$ cat config.mk
export PLATFORM = sky130hd
export DESIGN_NAME = inst_fetch_flat
export DESIGN_NICKNAME = d
export VERILOG_FILES = /design/src/rtl/inst_fetch_if.sv /design/src/rtl/inst_fetch.sv /design/src/flat_wrapper.sv
export SDC_FILE = /design/constraint.sdc
export NUM_CORES = 1
export LEC_CHECK = 0
export CORE_MARGIN = 3
export CORE_UTILIZATION = 50
export CTS_BUF_LIST = sky130_fd_sc_hd__clkbuf_8
export CTS_CLUSTER_SIZE = 8
export DETAILED_ROUTE_END_ITERATION = 10
export DONT_BUFFER_PORTS = 1
export PLACE_DENSITY = 0.64
export SLEW_MARGIN = 20
export SYNTH_ARGS = -nofsm -noshare
export SYNTH_HDL_FRONTEND = slang
export SYNTH_SLANG_ARGS = --single-unit
$ cat constraint.sdc
create_clock -name clk -period 4.2 [get_ports clk]
set_input_delay 0.84 -clock clk [delete_from_list [all_inputs] [get_ports clk]]
set_output_delay 0.84 -clock clk [all_outputs]
set_load 0.005 [all_outputs]
$ cat src/rtl/inst_fetch_if.sv
// Fetch-unit bundle: instruction memory read port, redirect input and the
// instruction stream handed to the datapath.
// The master side is the fetch unit; the slave side is memory plus datapath.
interface inst_fetch_if #(
    parameter int DEPTH = 4
) ();
    localparam int CW = $clog2(DEPTH) + 1;

    // Instruction memory read port
    logic          mem_req;
    logic [31:0]   mem_addr;
    logic          mem_ack;
    logic [31:0]   mem_rdata;

    // Control-flow change from the datapath
    logic          redirect;
    logic [31:0]   redirect_pc;

    // Instruction stream toward datapath and controlpath
    logic          inst_valid;
    logic          inst_ready;
    logic [31:0]   inst;
    logic [31:0]   inst_pc;
    logic [5:0]    op;
    logic [5:0]    funct;
    logic [CW-1:0] count;

    modport master (
        output mem_req,
        output mem_addr,
        input  mem_ack,
        input  mem_rdata,
        input  redirect,
        input  redirect_pc,
        output inst_valid,
        input  inst_ready,
        output inst,
        output inst_pc,
        output op,
        output funct,
        output count
    );

    modport slave (
        input  mem_req,
        input  mem_addr,
        output mem_ack,
        output mem_rdata,
        output redirect,
        output redirect_pc,
        input  inst_valid,
        output inst_ready,
        input  inst,
        input  inst_pc,
        input  op,
        input  funct,
        input  count
    );
endinterface

$ cat src/rtl/inst_fetch.sv
// Instruction fetch unit: issues one word read at a time, buffers returned
// words with their addresses in a small FIFO, and restarts on redirect.
// Space in the FIFO is reserved when a request is issued, so a returning
// word always has a slot to land in.
module inst_fetch #(
    parameter int          DEPTH    = 4,
    parameter logic [31:0] RESET_PC = 32'h0000_0000
) (
    input  logic          clk,
    input  logic          rst,
    inst_fetch_if.master  bus
);
    localparam int AW = $clog2(DEPTH);
    localparam int CW = $clog2(DEPTH) + 1;

    // FETCH_IDLE: nothing outstanding.
    // FETCH_WAIT: one request outstanding, its data will be kept.
    // FETCH_WAIT_KILL: request outstanding but a redirect overtook it, data dropped.
    typedef enum logic [1:0] {
        FETCH_IDLE      = 2'd0,
        FETCH_WAIT      = 2'd1,
        FETCH_WAIT_KILL = 2'd2
    } fetchState_t;

    fetchState_t   state_q;
    fetchState_t   state_d;

    logic [31:0]   fetchPc_q;
    logic [31:0]   fetchPc_d;
    logic [31:0]   memAddr_q;
    logic [31:0]   memAddr_d;

    logic [CW-1:0] count_q;
    logic [CW-1:0] count_d;
    logic [AW-1:0] head_q;
    logic [AW-1:0] head_d;
    logic [AW-1:0] tail_q;
    logic [AW-1:0] tail_d;

    logic [31:0]   pcMem   [DEPTH];
    logic [31:0]   instMem [DEPTH];

    logic          issue;
    logic          push;
    logic          pop;
    logic          flush;
    logic          headValid;
    logic [31:0]   headInst;
    logic [31:0]   headPc;
    logic [31:0]   redirectTarget;

    assign flush          = bus.redirect;
    assign redirectTarget = {bus.redirect_pc[31:2], 2'b00};
    assign headValid      = (count_q != '0);
    assign pop            = headValid && bus.inst_ready && !flush;

    // Request control: decides when to issue, and whether a returning word is kept.
    always_comb begin
        state_d = state_q;
        issue   = 1'b0;
        push    = 1'b0;
        case (state_q)
            FETCH_IDLE: begin
                if (!flush && (count_q < CW'(DEPTH))) begin
                    issue   = 1'b1;
                    state_d = FETCH_WAIT;
                end
            end
            FETCH_WAIT: begin
                if (bus.mem_ack) begin
                    push    = !flush;
                    state_d = FETCH_IDLE;
                end else if (flush) begin
                    state_d = FETCH_WAIT_KILL;
                end
            end
            FETCH_WAIT_KILL: begin
                if (bus.mem_ack) begin
                    state_d = FETCH_IDLE;
                end
            end
            default: begin
                state_d = FETCH_IDLE;
            end
        endcase
    end

    // Request control state register.
    always_ff @(posedge clk or negedge rst) begin
        if (!rst) begin
            state_q <= FETCH_IDLE;
        end else begin
            state_q <= state_d;
        end
    end

    // Fetch PC moves to the redirect target, or past each word that is kept.
    always_comb begin
        fetchPc_d = fetchPc_q;
        if (flush) begin
            fetchPc_d = redirectTarget;
        end else if (push) begin
            fetchPc_d = memAddr_q + 32'd4;
        end
    end

    // Read address is captured at issue and held until the word returns.
    always_comb begin
        memAddr_d = memAddr_q;
        if (issue) begin
            memAddr_d = fetchPc_q;
        end
    end

    // Fetch PC and read address registers.
    always_ff @(posedge clk or negedge rst) begin
        if (!rst) begin
            fetchPc_q <= RESET_PC;
            memAddr_q <= 32'h0000_0000;
        end else begin
            fetchPc_q <= fetchPc_d;
            memAddr_q <= memAddr_d;
        end
    end

    // FIFO bookkeeping: a redirect empties the buffer and overrides push/pop.
    always_comb begin
        count_d = count_q;
        head_d  = head_q;
        tail_d  = tail_q;
        if (flush) begin
            count_d = '0;
            head_d  = '0;
            tail_d  = '0;
        end else begin
            if (push) begin
                tail_d = tail_q + AW'(1);
            end
            if (pop) begin
                head_d = head_q + AW'(1);
            end
            if (push && !pop) begin
                count_d = count_q + CW'(1);
            end else if (pop && !push) begin
                count_d = count_q - CW'(1);
            end
        end
    end

    // FIFO pointer and occupancy registers.
    always_ff @(posedge clk or negedge rst) begin
        if (!rst) begin
            count_q <= '0;
            head_q  <= '0;
            tail_q  <= '0;
        end else begin
            count_q <= count_d;
            head_q  <= head_d;
            tail_q  <= tail_d;
        end
    end

    // FIFO storage; contents only matter where occupancy says they are valid.
    always_ff @(posedge clk) begin
        if (push) begin
            pcMem[tail_q]   <= memAddr_q;
            instMem[tail_q] <= bus.mem_rdata;
        end
    end

    // Head of the buffer, forced to zero while empty.
    always_comb begin
        headInst = 32'h0000_0000;
        headPc   = 32'h0000_0000;
        if (headValid) begin
            headInst = instMem[head_q];
            headPc   = pcMem[head_q];
        end
    end

    assign bus.mem_req    = (state_q != FETCH_IDLE);
    assign bus.mem_addr   = memAddr_q;
    assign bus.inst_valid = headValid;
    assign bus.inst       = headInst;
    assign bus.inst_pc    = headPc;
    assign bus.op         = headInst[31:26];
    assign bus.funct      = headInst[5:0];
    assign bus.count      = count_q;

endmodule

$ cat src/flat_wrapper.sv
// flat-port wrapper written by rule: the top's interface ports become plain ports
module inst_fetch_flat 
#(
    parameter int          DEPTH    = 4,
    parameter logic [31:0] RESET_PC = 32'h0000_0000
)
  (clk, rst, bus_mem_req, bus_mem_addr, bus_mem_ack, bus_mem_rdata, bus_redirect, bus_redirect_pc, bus_inst_valid, bus_inst_ready, bus_inst, bus_inst_pc, bus_op, bus_funct, bus_count);
  inst_fetch_if #(.DEPTH(DEPTH)) bus_i ();
  input  logic clk;
  input  logic rst;
  output wire logic [$bits(bus_i.mem_req)-1:0] bus_mem_req;
  output wire logic [$bits(bus_i.mem_addr)-1:0] bus_mem_addr;
  input wire logic [$bits(bus_i.mem_ack)-1:0] bus_mem_ack;
  input wire logic [$bits(bus_i.mem_rdata)-1:0] bus_mem_rdata;
  input wire logic [$bits(bus_i.redirect)-1:0] bus_redirect;
  input wire logic [$bits(bus_i.redirect_pc)-1:0] bus_redirect_pc;
  output wire logic [$bits(bus_i.inst_valid)-1:0] bus_inst_valid;
  input wire logic [$bits(bus_i.inst_ready)-1:0] bus_inst_ready;
  output wire logic [$bits(bus_i.inst)-1:0] bus_inst;
  output wire logic [$bits(bus_i.inst_pc)-1:0] bus_inst_pc;
  output wire logic [$bits(bus_i.op)-1:0] bus_op;
  output wire logic [$bits(bus_i.funct)-1:0] bus_funct;
  output wire logic [$bits(bus_i.count)-1:0] bus_count;
  assign bus_mem_req = bus_i.mem_req;
  assign bus_mem_addr = bus_i.mem_addr;
  assign bus_i.mem_ack = bus_mem_ack;
  assign bus_i.mem_rdata = bus_mem_rdata;
  assign bus_i.redirect = bus_redirect;
  assign bus_i.redirect_pc = bus_redirect_pc;
  assign bus_inst_valid = bus_i.inst_valid;
  assign bus_i.inst_ready = bus_inst_ready;
  assign bus_inst = bus_i.inst;
  assign bus_inst_pc = bus_i.inst_pc;
  assign bus_op = bus_i.op;
  assign bus_funct = bus_i.funct;
  assign bus_count = bus_i.count;
  inst_fetch #(.DEPTH(DEPTH), .RESET_PC(RESET_PC)) u_core (.clk(clk), .rst(rst), .bus(bus_i));
endmodule
==> metrics <==
initial drt markers 500; sequential share of power 52.7%; total negative slack 0 ns; CTS Buf Count 53; final worst-path cycle share 79.3%; critical path endpoint category primary output; vias in the first global route 7337; filler cell count in the final layout between 2000 and 2500; critical setup path kind reg2out; fin nets 866; Synth area leaders edfxtp_1 57%, dfrtp_1 14%, mux4_2 11%; Placement Cell Area 13700 sq um; initial antenna violation count 0; Hold/Removal Path Class in2async; fmax 300 MHz; sequential area share after synthesis 70.6%; Remaining Overflow, GRT 0; internal power 6.04 mW; CTS tree done; setup bufs post-CTS 0; logic gate share of total power 20.0%; fin area around 15000 sq um; first-pass GRT wire length approximately 42000 microns; area delta synth->final 8.70%; via count 6802; router iterations before antenna repair 4; CP bufs+invs 1; via/cell ratio about 5.8; clock network fraction of total power 27.3%; top cells by count, synth 256 x edfxtp_1, 73 x dfrtp_1, 70 x and2_1; min Tclk post-route ~3.3 ns; peak supply drop 0.000320 V; status complete, no violations; Final Skew 0.0242 ns; share of cells above drive strength 1 21.1%; post-synthesis cell count 785; Max Cap Viol 0; worst hold slack around 0.15 ns; I/O Buffers 0; maximum cell stage delay along the critical path ~0.7 ns; Synth Flop Type edfxtp_1; Post-synth ARST share roughly 22%; overall die height between 150 and 200 microns; worst skew pair latency roughly 0.57 ns; ANT cells 0; CTS Buffer Depth 3; Post-Syn Nets 860; CTS hold repair buffers 1; clock sink total 329; gpl congestion 0.759; Syn Std Cell Area 13500 sq um; H-tree depth 2; Fin. Hold Viols 0; io pins 182; Initial Util 51.3%; clock root cell clkbuf_8; Post-synth EDFFs 256; WL per Instance ~23 microns; Core Area 26300 sq um; Least-Margin Pin Slew 1.03 ns; top cell type's share of synthesized area 57.1%; Design Power 8.74 mW; placed cell count about 1100; Reg clk slew, reported paths 0.06 ns; worst endpoint required time 3.36 ns; post-route ant nets 0; Slew HR 31.6%; pin count of the biggest net entering global routing 76; Final HPWL DP 15700 microns; Final Max Tran Viols 0; row cnt 59; count leader, synth edfxtp_1; LEAKAGE just under 5 nW; delay-heaviest family, CP flip-flops; total wire length 27000 microns; Placement Setup Slack 1.29 ns; largest area contributor in the netlist edfxtp_1; Setup crit start kind flip-flop; Sw Ratio 31.0%; Cell Count, Final, Fillers Out about 1200; WP data arrival about 2.5 ns; library cells used by synthesis 53; PostCTS Resize Cnt 0; Power Dens Cells 597 nW/um^2; unrepaired setup endpoints after global routing no; Psw ~2.7 mW; CP max FO 46; slowest CP cell dfrtp_4; DRC viols 0; Worst path depth 3; endpoints failing setup 0; die area 28900 sq um; Critical Path, Cell by Cell buf_12 -> mux4_2 -> and2_1; Total GRT Usage 18.8%; depth of the worst register-to-register path 3; Final Util 55.7%; Seq cells post-synth approximately 330; final worst setup slack about 0.87 ns; YS warnings 0; die width 170 microns; Avg Cell Area, Syn 17.2 sq um
[sequential cells by signal, summed over array words and instances, names as in the netlist]
name,cells
u_core.tail_q,2
u_core.head_q,2
u_core.pcMem,128
u_core.bus.count,3
u_core.bus.mem_addr,32
u_core.state_q,2
u_core.fetchPc_q,32
u_core.instMem,128
[logic make-up (layout without fill, tap and decap cells)]
family / after synthesis / in the layout / synth area share, %
AO/OA/AOI/OAI: 58 / 58 / 2.75
XOR/XNOR: 29 / 29 / 1.89
adder cells (fa/ha/maj): 6 / 6 / 0.613
flip-flops: 329 / 329 / 70.6
AND/OR/NAND/NOR: 207 / 207 / 8.54
multiplexers: 97 / 97 / 13.4
buffers and inverters: 59 / 105 / 2.15
[placed cells by master, fill, tap and decap left out, types with 3 or more instances in the layout]
cell type and count:
edfxtp_1 256, dfrtp_1 71, and2_1 66, mux4_2 64, clkbuf_8 56, nand2_1 47
mux2_2 31, nor2_1 28, inv_1 27, a21oi_1 19, xor2_1 17, clkinv_1 15
nand3_1 14, o21ai_0 14, xnor2_1 12, nand4_1 11, o221ai_1 8, nor3b_1 6
o31ai_1 6, ha_1 5, and2_4 4, nor3_1 4, and4_1 3, and3_1 3
a21o_1 3, buf_4 3
[area by class of cell]
type                       count  area, sq um  share of cell area (%)
multi-input combinational    397         3690                    25.2
clock inverter                39          151                    1.03
clock buffer                  56          771                    5.26
tap                          335          419                    2.86
sequential                   329         9520                    65.0
timing repair buffer           5         70.1                   0.478
inverter                       5         18.8                   0.128
[layer usage]
metal / share of wire [%] / GRT usage, % / wire, microns / vias to the layer above
li1: - / - / - / 3021
met1: 40 / 23.8 / 10800 / 3508
met2: 49 / 31.1 / 13300 / 235
met3: 9.0 / 6.55 / 2450 / 38
met4: 1.8 / 5.33 / 494 / 0
met5: 0 / 0 / 0 / -
[power by group through the flow]
stage	clock (mW)	combinational [mW]	sequential [mW]
floorplan	0	1.59	4.36
global placement	0	1.73	4.65
detailed placement	0	1.77	4.70
CTS	2.45	1.79	4.63
global route	2.61	1.95	4.70
finish	2.38	1.75	4.61
[worst paths after layout]
kind	startpoint	endpoint	slack (ns)
setup / recovery	u_core.head_q[0]	bus_inst_pc[2]	0.87
hold / removal	rst	u_core.bus.mem_addr[28]	0.15
setup reg to reg	u_core.state_q[1]	u_core.instMem[2][19]	1.79
hold reg to reg	u_core.fetchPc_q[23]	u_core.bus.mem_addr[23]	0.48
max in group asynchronous	rst	u_core.fetchPc_q[3]	3.72
min in group clk	bus_mem_ack	u_core.state_q[1]	0.33
(Power assumes the default switching activity.)
